===== config.mk =====
export PLATFORM = sky130hd
export DESIGN_NAME = fifo_burst_reader
export DESIGN_NICKNAME = d
export VERILOG_FILES = /design/src/rtl/fifo_burst_reader_pkg.sv /design/src/rtl/fifo_burst_reader_skid.sv /design/src/rtl/fifo_burst_reader.sv
export SDC_FILE = /design/constraint.sdc
export NUM_CORES = 1
export LEC_CHECK = 0
export ABC_AREA = 1
export ABC_CLOCK_PERIOD_IN_PS = 9100
export CORE_MARGIN = 10
export CORE_UTILIZATION = 40
export DETAILED_ROUTE_END_ITERATION = 10
export SLEW_MARGIN = 10
export SYNTH_ARGS = -nofsm -noshare
export SYNTH_HDL_FRONTEND = slang
export SYNTH_SLANG_ARGS = --single-unit

===== constraint.sdc =====
create_clock -name clock -period 9.1 [get_ports clock]
set_input_delay 0.91 -clock clock [delete_from_list [all_inputs] [get_ports clock]]
set_output_delay 0.91 -clock clock [all_outputs]
set_load 0.005 [all_outputs]

===== src/rtl/fifo_burst_reader_pkg.sv =====
// Shared types for the FIFO burst reader.
//   state_e   : burst FSM state, 3-bit encoding
//   SKID_DEPTH: number of words the output buffer can hold
//   credit_ok : pop-credit test used by the top-level pop strobe
package fifo_burst_reader_pkg;

  typedef enum logic [2:0] {
    ST_IDLE  = 3'd0,
    ST_RUN   = 3'd1,
    ST_DRAIN = 3'd2,
    ST_ABORT = 3'd3,
    ST_DONE  = 3'd4
  } state_e;

  localparam int SKID_DEPTH = 2;

  // A new pop lands two edges from now. Its slot is free if the words
  // already committed to the buffer (held + in flight - leaving this cycle)
  // leave room. Counting the outgoing word is what keeps the stream
  // bubble-free at one word per clock, while occ + inflight never exceeds 2.
  function automatic logic credit_ok(input logic [1:0] occ,
                                     input logic       inflight,
                                     input logic       xfer);
    logic [2:0] committed;
    committed = {1'b0, occ} + {2'b00, inflight} - {2'b00, xfer};
    return committed < 3'(SKID_DEPTH);
  endfunction

endpackage


===== src/rtl/fifo_burst_reader_skid.sv =====
// stream_skid2: 2-entry in-order buffer feeding the output stream.
// Ports:
//   clock, reset_n       : clock, synchronous active-low reset
//   push, push_data      : write one word at the tail
//   pop                  : consume the head (ignored when empty)
//   flush                : drop all contents (wins over push/pop)
//   valid, data          : head word; data is a register, stable while held
//   occ                  : occupancy 0..2
module stream_skid2 #(
  parameter int WIDTH = 8
) (
  input  logic             clock,
  input  logic             reset_n,
  input  logic             push,
  input  logic [WIDTH-1:0] push_data,
  input  logic             pop,
  input  logic             flush,
  output logic             valid,
  output logic [WIDTH-1:0] data,
  output logic [1:0]       occ
);

  logic [WIDTH-1:0] head, tail;
  logic [1:0]       cnt;
  logic             pop_q;

  assign pop_q = pop && (cnt != 2'd0);

  always_ff @(posedge clock) begin
    if (!reset_n) begin
      head <= '0;
      tail <= '0;
      cnt  <= 2'd0;
    end else if (flush) begin
      cnt <= 2'd0;
    end else begin
      case ({push, pop_q})
        2'b10: begin
          if (cnt == 2'd0)      head <= push_data;
          else if (cnt == 2'd1) tail <= push_data;
          if (cnt != 2'd2)      cnt  <= cnt + 2'd1;
        end
        2'b01: begin
          head <= tail;
          cnt  <= cnt - 2'd1;
        end
        2'b11: begin
          // occupancy unchanged; the new word queues behind whatever remains
          if (cnt == 2'd1) begin
            head <= push_data;
          end else begin
            head <= tail;
            tail <= push_data;
          end
        end
        default: ;
      endcase
    end
  end

  assign valid = (cnt != 2'd0);
  assign data  = head;
  assign occ   = cnt;

endmodule


===== src/rtl/fifo_burst_reader.sv =====
// fifo_burst_reader: pops `count` words from a registered-read FIFO and
// presents them on a valid/ready stream, hiding the FIFO read latency.
// Ports:
//   clock, reset_n          : clock, synchronous active-low reset
//   start, count            : burst command (sampled in IDLE only)
//   abort                   : cancel the active burst
//   busy, done, aborted     : status; done is a 1-cycle pulse, aborted valid with it
//   fifo_pop                : FIFO read strobe
//   fifo_data, fifo_nempty  : FIFO read data (cycle after pop), not-empty flag
//   out_valid/out_ready/out_data : output stream
module fifo_burst_reader
  import fifo_burst_reader_pkg::*;
#(
  parameter int WIDTH      = 8,
  parameter int COUNT_BITS = 16
) (
  input  logic                  clock,
  input  logic                  reset_n,
  input  logic                  start,
  input  logic [COUNT_BITS-1:0] count,
  input  logic                  abort,
  output logic                  busy,
  output logic                  done,
  output logic                  aborted,
  output logic                  fifo_pop,
  input  logic [WIDTH-1:0]      fifo_data,
  input  logic                  fifo_nempty,
  output logic                  out_valid,
  input  logic                  out_ready,
  output logic [WIDTH-1:0]      out_data
);

  state_e                state, state_nxt;
  logic [COUNT_BITS-1:0] remaining, to_send, to_send_nxt;
  logic                  inflight;
  logic                  ab_flag;
  logic [1:0]            occ;
  logic                  in_burst, xfer, push, flush;

  assign in_burst = (state == ST_RUN) || (state == ST_DRAIN);
  assign xfer     = out_valid && out_ready;

  // abort suppresses the pop in the same cycle so no further word leaves the FIFO
  assign fifo_pop = (state == ST_RUN) && (remaining != '0) && fifo_nempty &&
                    !abort && credit_ok(occ, inflight, xfer);

  // a word landing while the burst is being cancelled is discarded
  assign push  = inflight && in_burst && !abort;
  assign flush = in_burst && abort;

  assign to_send_nxt = (xfer && to_send != '0) ? to_send - 1'b1 : to_send;

  stream_skid2 #(.WIDTH(WIDTH)) u_skid (
    .clock     (clock),
    .reset_n   (reset_n),
    .push      (push),
    .push_data (fifo_data),
    .pop       (out_ready),
    .flush     (flush),
    .valid     (out_valid),
    .data      (out_data),
    .occ       (occ)
  );

  always_ff @(posedge clock) begin
    if (!reset_n) begin
      state     <= ST_IDLE;
      remaining <= '0;
      to_send   <= '0;
      inflight  <= 1'b0;
      ab_flag   <= 1'b0;
    end else begin
      state    <= state_nxt;
      inflight <= fifo_pop;
      if (state == ST_IDLE && start) begin
        remaining <= count;
        to_send   <= count;
        ab_flag   <= 1'b0;
      end else begin
        if (fifo_pop) remaining <= remaining - 1'b1;
        to_send <= to_send_nxt;
      end
      if (flush) ab_flag <= 1'b1;
    end
  end

  always_comb begin
    state_nxt = state;
    case (state)
      ST_IDLE:  if (start) state_nxt = (count == '0) ? ST_DONE : ST_RUN;
      ST_RUN: begin
        if (abort)                  state_nxt = ST_ABORT;
        else if (remaining == '0)   state_nxt = ST_DRAIN;
      end
      // leave on the cycle of the final transfer so done follows it directly
      ST_DRAIN: begin
        if (abort)                  state_nxt = ST_ABORT;
        else if (to_send_nxt == '0) state_nxt = ST_DONE;
      end
      ST_ABORT: state_nxt = ST_DONE;
      ST_DONE:  state_nxt = ST_IDLE;
      default:  state_nxt = ST_IDLE;
    endcase
  end

  assign busy    = (state != ST_IDLE);
  assign done    = (state == ST_DONE);
  assign aborted = done && ab_flag;

endmodule


After elaboration in Yosys (flattened, before gate mapping)
Cells that the tools add are included.
{"block": "totals", "reg_bits": 55, "latch_bits": 0, "ramBits": 0, "romBits": 0, "input_bits": 30, "out_inout_bits": 13, "word_cells": 86, "memories": 0}
{"block": "op_classes", "addsub": 6, "mul": 0, "div": 0, "n_lt_le_gt_ge": 1, "eq_ne": 16, "shift": 0, "n_mux": 21, "n_bitwise": 2, "n_reduce_logical": 32}
{"op": "two-way mux 16 bit", "count": 4}
{"op": "logical NOT 16 bit", "count": 3}
{"op": "two-way mux 8 bit", "count": 4}
{"op": "nonzero test 16 bit", "count": 2}
{"op": "subtractor 16 x 1 -> 16 bit, second input constant", "count": 2}
{"op": "one-hot mux 8 bit (3 select lines)", "count": 1}
{"op": "two-way mux 3 bit", "count": 6}
{"op": "one-hot mux 8 bit (2 select lines)", "count": 1}
{"op": "one-hot mux 3 bit (4 select lines)", "count": 1}
{"op": "logical AND 1 bit", "count": 11}
{"op": "nonzero test 2 bit", "count": 5}
{"op": "!= test 2 bit, second input constant", "count": 4}
{"op": "equality test 3 x 2 -> 1 bit, second input constant", "count": 2}
{"op": "!= test 3 x 2 -> 1 bit, second input constant", "count": 2}
{"op": "AND reduction 3 bit", "count": 2}
{"op": "nonzero test 3 bit", "count": 2}
{"op": "equality test 2 x 1 -> 1 bit, second input constant", "count": 2}
{"op": "equality test 2 bit, second input constant", "count": 2}
{"op": "!= test 2 x 1 -> 1 bit, second input constant", "count": 2}
{"op": "one-hot mux 2 bit (2 select lines)", "count": 1}
{"op": "AND reduction 4 bit", "count": 1}
{"op": "adder 2 x 1 -> 3 bit", "count": 1}
{"op": "equality test 3 x 1 -> 1 bit, second input constant", "count": 1}
{"op": "equality test 3 bit, second input constant", "count": 1}
{"op": "other kinds (13)", "count": 15}

Longest topological paths before layout
Gate-level depths: netlist (run 1).
{"block": "depth", "ltp_word": 8, "depth_mapped": 20, "ltp_nobuf": 19}

By module
A second synthesis (run 1) with hierarchy kept.
{"block": "hier_totals", "cells_unflattened": 628, "area_unflattened_um2": 3753.6}
{"mod": "fifo_burst_reader", "n_inst": 1, "cells_per_inst": 424, "area_each_um2": 2557.5, "seq_area_each_um2": 740.7}
{"mod": "stream_skid2", "n_inst": 1, "cells_per_inst": 204, "area_each_um2": 1196.1, "seq_area_each_um2": 360.3}

Least setup slack after synthesis (run 1)
Ideal clock, no wire load.
{"block": "synth_path", "kind": "input port to output port", "from": "in out_ready", "to": "out fifo_pop", "t_arrival_ns": 2.820, "required_time_ns": 8.190, "setup_slack_ns": 5.370, "cell_stages": 12, "path_buffers": 2, "path_cell_list": "nand2_1 inv_2 buf_1 ha_1 inv_1 nand2_1 fa_1 nand2_1 nor2_1 nand3_1 inv_1 buf_2"}
{"block": "synth_via", "elab_chain_len": 4}
{"element": "start: declaration", "line": "fifo_burst_reader.sv:29", "source": "input logic out_ready,"}
{"element": "logical AND 1 bit", "line": "fifo_burst_reader.sv:41", "source": "assign xfer = out_valid && out_ready;"}
{"element": "subtractor 3 x 1 -> 3 bit", "line": "fifo_burst_reader_pkg.sv:25", "source": "committed = {1'b0, occ} + {2'b00, inflight} - {2'b00, xfer};"}
{"element": "less-than comparator 3 x 2 -> 1 bit", "line": "fifo_burst_reader_pkg.sv:26", "source": "return committed < 3'(SKID_DEPTH);"}
{"element": "logical AND 1 bit", "line": "fifo_burst_reader.sv:45", "source": "!abort && credit_ok(occ, inflight, xfer);"}
{"element": "end: declaration", "line": "fifo_burst_reader.sv:25", "source": "output logic fifo_pop,"}
Every way passes these cells.

Worst setup path in the final report (run 1)
Same ends and word-level chain as after synthesis.

==> results of run 1 <==
-- cell families (layout without fill, tap and decap cells) --
family / Yosys count / in the layout / share of synthesized area, %
simple gates: 283 / 283 / 33.72
xor+xnor: 16 / 16 / 3.963
compound gates: 110 / 110 / 17.69
fa+ha+maj: 8 / 8 / 3.043
buf+inv: 91 / 122 / 10.12
flops: 55 / 55 / 31.14
mux: 1 / 1 / 0.3184
-- final timing paths --
path | from | end | slack (ps) | cells past startpoint
setup / recovery | out_ready | fifo_pop | 4180 | 12
hold reg to reg | ab_flag | ab_flag | 470 | 2
setup reg to reg | u_skid.occ[1] | remaining[15] | 5770 | 18
hold / removal | ab_flag | ab_flag | 470 | 2
-- area by class of cell --
cell class / count / area, um^2 / share of cell area, %
clock buffer: 5 / 68.82 / 1.672
multi-input combinational: 418 / 2077 / 50.46
timing repair buffer: 42 / 420.4 / 10.21
inverter: 73 / 276.5 / 6.717
sequential: 55 / 1101 / 26.75
clock inverter: 2 / 37.54 / 0.9119
tap: 108 / 135.1 / 3.283
-- cell usage in the layout (no fill, tap or decap), types with 2 or more instances in the layout --
| cell | netlist | final |
|---|---|---|
| nand2_2 | 4 | 4 |
| o211ai_1 | 16 | 16 |
| a21oi_1 | 47 | 47 |
| dfxtp_1 | 55 | 55 |
| nand3_1 | 15 | 15 |
| nor3_1 | 4 | 4 |
| o22ai_1 | 5 | 5 |
| nand2_1 | 166 | 166 |
| clkdlybuf4s50_1 | 0 | 42 |
| a31oi_1 | 4 | 4 |
| nand3b_1 | 3 | 3 |
| inv_1 | 70 | 70 |
| clkbuf_8 | 0 | 5 |
| inv_2 | 2 | 2 |
| ha_1 | 7 | 7 |
| o21ai_0 | 32 | 32 |
| nor2_2 | 7 | 7 |
| nand4_1 | 5 | 5 |
| nor4_1 | 4 | 4 |
| xor2_1 | 9 | 9 |
| xnor2_1 | 7 | 7 |
| nor2_1 | 69 | 69 |
-- power groups by stage --
stage	clock network [mW]	logic, mW	registers [mW]
after floorplan	0	0.410	0.323
after global placement	0	0.521	0.332
after detailed placement	0	0.531	0.333
after CTS	0.168	0.534	0.327
after global routing	0.178	0.609	0.335
final	0.163	0.534	0.327
-- through the flow --
step	std cells	instance area (um^2)
floorplan	564	3536
global placement	696	4010
detailed placement	696	4010
CTS	703	4116
global route	703	4116
finish	703	4116
-- critical path, cell delays in order --
cell	delay, ps
clkdlybuf4s50_1	500
nand2_1	130
inv_2	300
ha_1	300
inv_1	50
nand2_1	50
fa_1	490
nand2_1	50
nor2_1	90
nand3_1	180
inv_1	370
clkdlybuf4s50_1	590
-- flip-flops by register name, summed over array words and instances, names as in the netlist --
signal	flops
remaining	16
to_send	16
u_skid.data	8
u_skid.tail	8
state	3
u_skid.occ	2
ab_flag	1
inflight	1
-- synth_stat cells (2+ instances only) --
master    count
nand2_1     166
inv_1        70
nor2_1       69
dfxtp_1      55
a21oi_1      47
o21ai_0      32
o211ai_1     16
nand3_1      15
clkbuf_1     11
xor2_1        9
ha_1          7
nor2_2        7
xnor2_1       7
buf_2         5
nand4_1       5
o22ai_1       5
a31oi_1       4
nand2_2       4
nor3_1        4
nor4_1        4
nand3b_1      3
inv_2         2
-- metal layers --
layer  share of wire [%]  wire length, um  track usage (%)  up-vias
met5                   0                0                0        -
met3                 3.3              317            1.785        8
met2                  47             4629            24.60       51
met1                  48             4711            20.23     1609
met4                0.90               88            3.926        0
li1                    -                -                -     1864
==> results.json, run 1 <==
{
  "endpoint_kind": "output port",
  "p_int_mw": 0.5637,
  "place_ws_ps": 4192,
  "clock_skew_ps": 18.86,
  "ir_drop_uv": 102.1,
  "cts_resized": 0,
  "synth-seq-cells": 55,
  "track_usage_pct": 14.99,
  "hold_path_class": "reg2reg",
  "clockRootBuffer": "clkbuf_8",
  "path_clk_slew_ps": 100,
  "globalplace.congestion": 0.8600,
  "nFillCells": 925,
  "leakage_nw": 1.864,
  "syn_area_um2": 3536,
  "antenna_cells": 0,
  "drive_gt1_share_pct": 4.706,
  "tightestPinTransition_ps": 1109,
  "dr.pass1.iters": 4,
  "maxSlewHeadroom_pct": 25.95,
  "pwr-share-clk_pct": 15.9,
  "grt_max_degree": 34,
  "htreeDepth": 2,
  "core_area_um2": 8678,
  "fin_setup_tns_ps": 0,
  "drtAntennaViolNets": 0,
  "initial_core_util_pct": 40.74,
  "maxSlewViolCount": 0,
  "p_switching_mw": 0.4615,
  "antenna_found_initial": 0,
  "arrival_ps": 4010,
  "num_rows": 34,
  "syn-num-nets": 602,
  "grt-ovfl-total": 0,
  "cts_hold_buf": 0,
  "drtIter0Drc": 251,
  "rsz0062_at_grt": "no",
  "yosysUniqueCellTypes": 39,
  "clock.fmax_mhz": 203.4,
  "hold_violations": 0,
  "grt_pass1_vias": 3423,
  "synth_flop_cell": "dfxtp_1",
  "die_height_um": 114.0,
  "utilization_pct": 47.43,
  "cts_tree": "built",
  "sw_frac_of_total_pct": 45.02,
  "status": "completed",
  "critPathKind": "in2out",
  "cts.sinks": 55,
  "synthTopCellsByArea": "dfxtp_1, nand2_1, inv_1",
  "cts_buffer_depth": 2,
  "cp.required_ps": 8190,
  "wl_per_cell_um": 13.86,
  "routed_wl_mm": 9.746,
  "hpwl_mm": 7.429,
  "ios": 43,
  "synth_edf_count": 0,
  "finalPower_mw": 1.025,
  "min_period_over_period_pct": 54.04,
  "maxCapViolations": 0,
  "synth.avg_cell_area_um2": 6.269,
  "vias": 3532,
  "grt_pass1_wl_mm": 16.33,
  "async_flop_share_pct": 0,
  "synth_top_area_share_pct": 31.14,
  "finalCriticalPeriod_ps": 4917,
  "dieWidth_um": 114.0,
  "syn-instance-count": 564,
  "finalSetupViolCount": 0,
  "via_per_inst": 5.024,
  "power_density_nw_per_um2": 249.1,
  "numPortBuffers": 42,
  "p_seq_share_pct": 31.9,
  "clk_latency_ps": 320,
  "power_frac_comb_pct": 52.1,
  "synth_top_cell_by_area": "dfxtp_1",
  "syn2layout_area_growth_pct": 16.42,
  "die_area_um2": 13000,
  "cts_setup_buffers": 0,
  "timing.final.ws_setup_ps": 4183,
  "cts_made_buffers": 5,
  "whs_ps": 465.6,
  "ys.warnings.count": 0,
  "route.detailed.drc": 0,
  "cp_max_fo": 16,
  "yosysSeqAreaShare_pct": 31.14,
  "nNetsFinal": 633,
  "start_kind": "primary input"
}
Power figures use the tool's default switching activity.
==> inputs of run 2 (changes only) <==
ABC_CLOCK_PERIOD_IN_PS = 4400   (was 9100)
clock period = 4.4 ns   (was 9.1 ns; I/O delays follow)
==> results.json, run 2 (synthesis gave the netlist of run 1 again) <==
{
  "final_cells": 707,
  "leakage_nw": 1.885,
  "nNetsFinal": 637,
  "final_area_um2": 4146,
  "whs_ps": 484.4,
  "drtAntennaViolNets": 0,
  "endpoint_kind": "output port",
  "die_area_um2": 13000,
  "grt_pass1_vias": 3297,
  "globalplace.congestion": 0.8582,
  "dp.cells": 700,
  "status": "completed",
  "die_height_um": 114.0,
  "cp_max_fo": 16,
  "nFillCells": 910,
  "routed_wl_mm": 9.623,
  "critPathMaxStageDelay_ps": 510,
  "maxSlewHeadroom_pct": 27.20,
  "cts_setup_buffers": 0,
  "via_per_inst": 4.929,
  "drtIter0Drc": 159,
  "syn2layout_area_growth_pct": 17.27,
  "clock_skew_ps": 14.58,
  "start_kind": "register",
  "tightestPinTransition_ps": 1091,
  "finalSetupViolCount": 0,
  "arrival_ps": 3500,
  "wl_per_cell_um": 13.61,
  "grt_pass1_wl_mm": 15.89,
  "cts_resized": 0,
  "placed_cell_area_um2": 4040,
  "ios": 43,
  "hpwl_mm": 7.428,
  "largestRegisters": "remaining (16), to_send (16)",
  "htreeDepth": 2,
  "mostFrequentLayoutCell": "nand2_1",
  "antenna_cells": 0,
  "finalCriticalPeriod_ps": 3941,
  "dr.pass1.iters": 4,
  "antenna_found_initial": 0,
  "clockRootBuffer": "clkbuf_8",
  "critPathSlowestCell": "clkdlybuf4s50_1",
  "utilization_pct": 47.78,
  "power_density_nw_per_um2": 512.4,
  "min_period_over_period_pct": 89.57,
  "vias": 3485,
  "path_clk_slew_ps": 100,
  "dieWidth_um": 114.0,
  "cts_buffer_depth": 2,
  "num_rows": 34,
  "initial_core_util_pct": 40.74,
  "clock.fmax_mhz": 253.7,
  "cts.sinks": 55,
  "cts_made_buffers": 5,
  "mostFrequentLayoutCells": "nand2_1, inv_1, nor2_1",
  "core_area_um2": 8678,
  "cts_tree": "built",
  "path_cells": "inv_1 > ha_1 > inv_2 > nand2_1 > inv_2 > ha_1 > inv_1 > nand2_1 > fa_1 > nand2_1 > nor2_1 > nand3_1 > inv_1 > clkdlybuf4s50_1",
  "maxCapViolations": 0,
  "hold_violations": 0,
  "numPortBuffers": 42,
  "cts_hold_buf": 0,
  "clk_latency_ps": 310,
  "route.detailed.drc": 0,
  "ir_drop_uv": 248.6,
  "cp.required_ps": 3960,
  "track_usage_pct": 14.65,
  "critPathKind": "reg2out",
  "fin_setup_tns_ps": 0,
  "rsz0062_at_grt": "no",
  "grt_max_degree": 34,
  "hold_path_class": "reg2reg",
  "drive_gt1_share_pct": 5.342,
  "grt-ovfl-total": 0,
  "maxSlewViolCount": 0
}
## run 2: changes by cell type in the layout (fill, tap and decap cells not counted), sizes merged
cell  previous run  this run
buf              0         4
## run 2: final cells by class
| cell class | count | area (um^2) | share of cell area [%] |
|---|---|---|---|
| Clock buffer | 5 | 68.82 | 1.660 |
| Clock inverter | 2 | 37.54 | 0.9052 |
| Inverter | 73 | 276.5 | 6.669 |
| Multi-Input combinational cell | 418 | 2077 | 50.09 |
| Sequential cell | 55 | 1101 | 26.55 |
| Tap cell | 108 | 135.1 | 3.259 |
| Timing Repair Buffer | 46 | 450.4 | 10.86 |
## run 2: worst max-delay path: cells and delay by family (launching register included)
kind | cells | cell delay [ps]
adders and majority gates | 3 | 1010
buffers and inverters | 6 | 1200
DFF | 1 | 420
and+or+nand+nor | 5 | 560
## run 2: per-stage QoR
stage | total power [mW] | setup slack, ps
2_1_floorplan | 1.515 | 1295
3_3_place_gp | 1.773 | 703.3
3_5_place_dp | 1.790 | 644.6
4_1_cts | 2.142 | 443.8
5_1_grt | 2.324 | 172.0
6_report | 2.125 | 459.0
## run 2: path summary, 6_finish.rpt
check,start,end,slack [ps],cells after the start
worst max-delay path,u_skid.occ[1],fifo_pop,460,14
worst min-delay path,u_skid.data[0],u_skid.data[0],480,2
worst max register to register,u_skid.occ[1],remaining[15],1000,18
worst min register to register,u_skid.data[0],u_skid.data[0],480,2
## run 2: report_power, final
| group | total, mW | internal [mW] | switching [mW] |
|---|---|---|---|
| sequential | 0.678 | 0.590 | 0.0873 |
| combinational | 1.11 | 0.415 | 0.694 |
| clock | 0.338 | 0.167 | 0.171 |
| total | 2.12 | 1.17 | 0.953 |
## run 2: per-layer routing
| layer | wire length [um] | GRT usage, % |
|---|---|---|
| met1 | 4704 | 19.32 |
| met2 | 4642 | 24.72 |
| met3 | 206 | 1.680 |
| met4 | 69 | 3.676 |
| met5 | 0 | 0 |
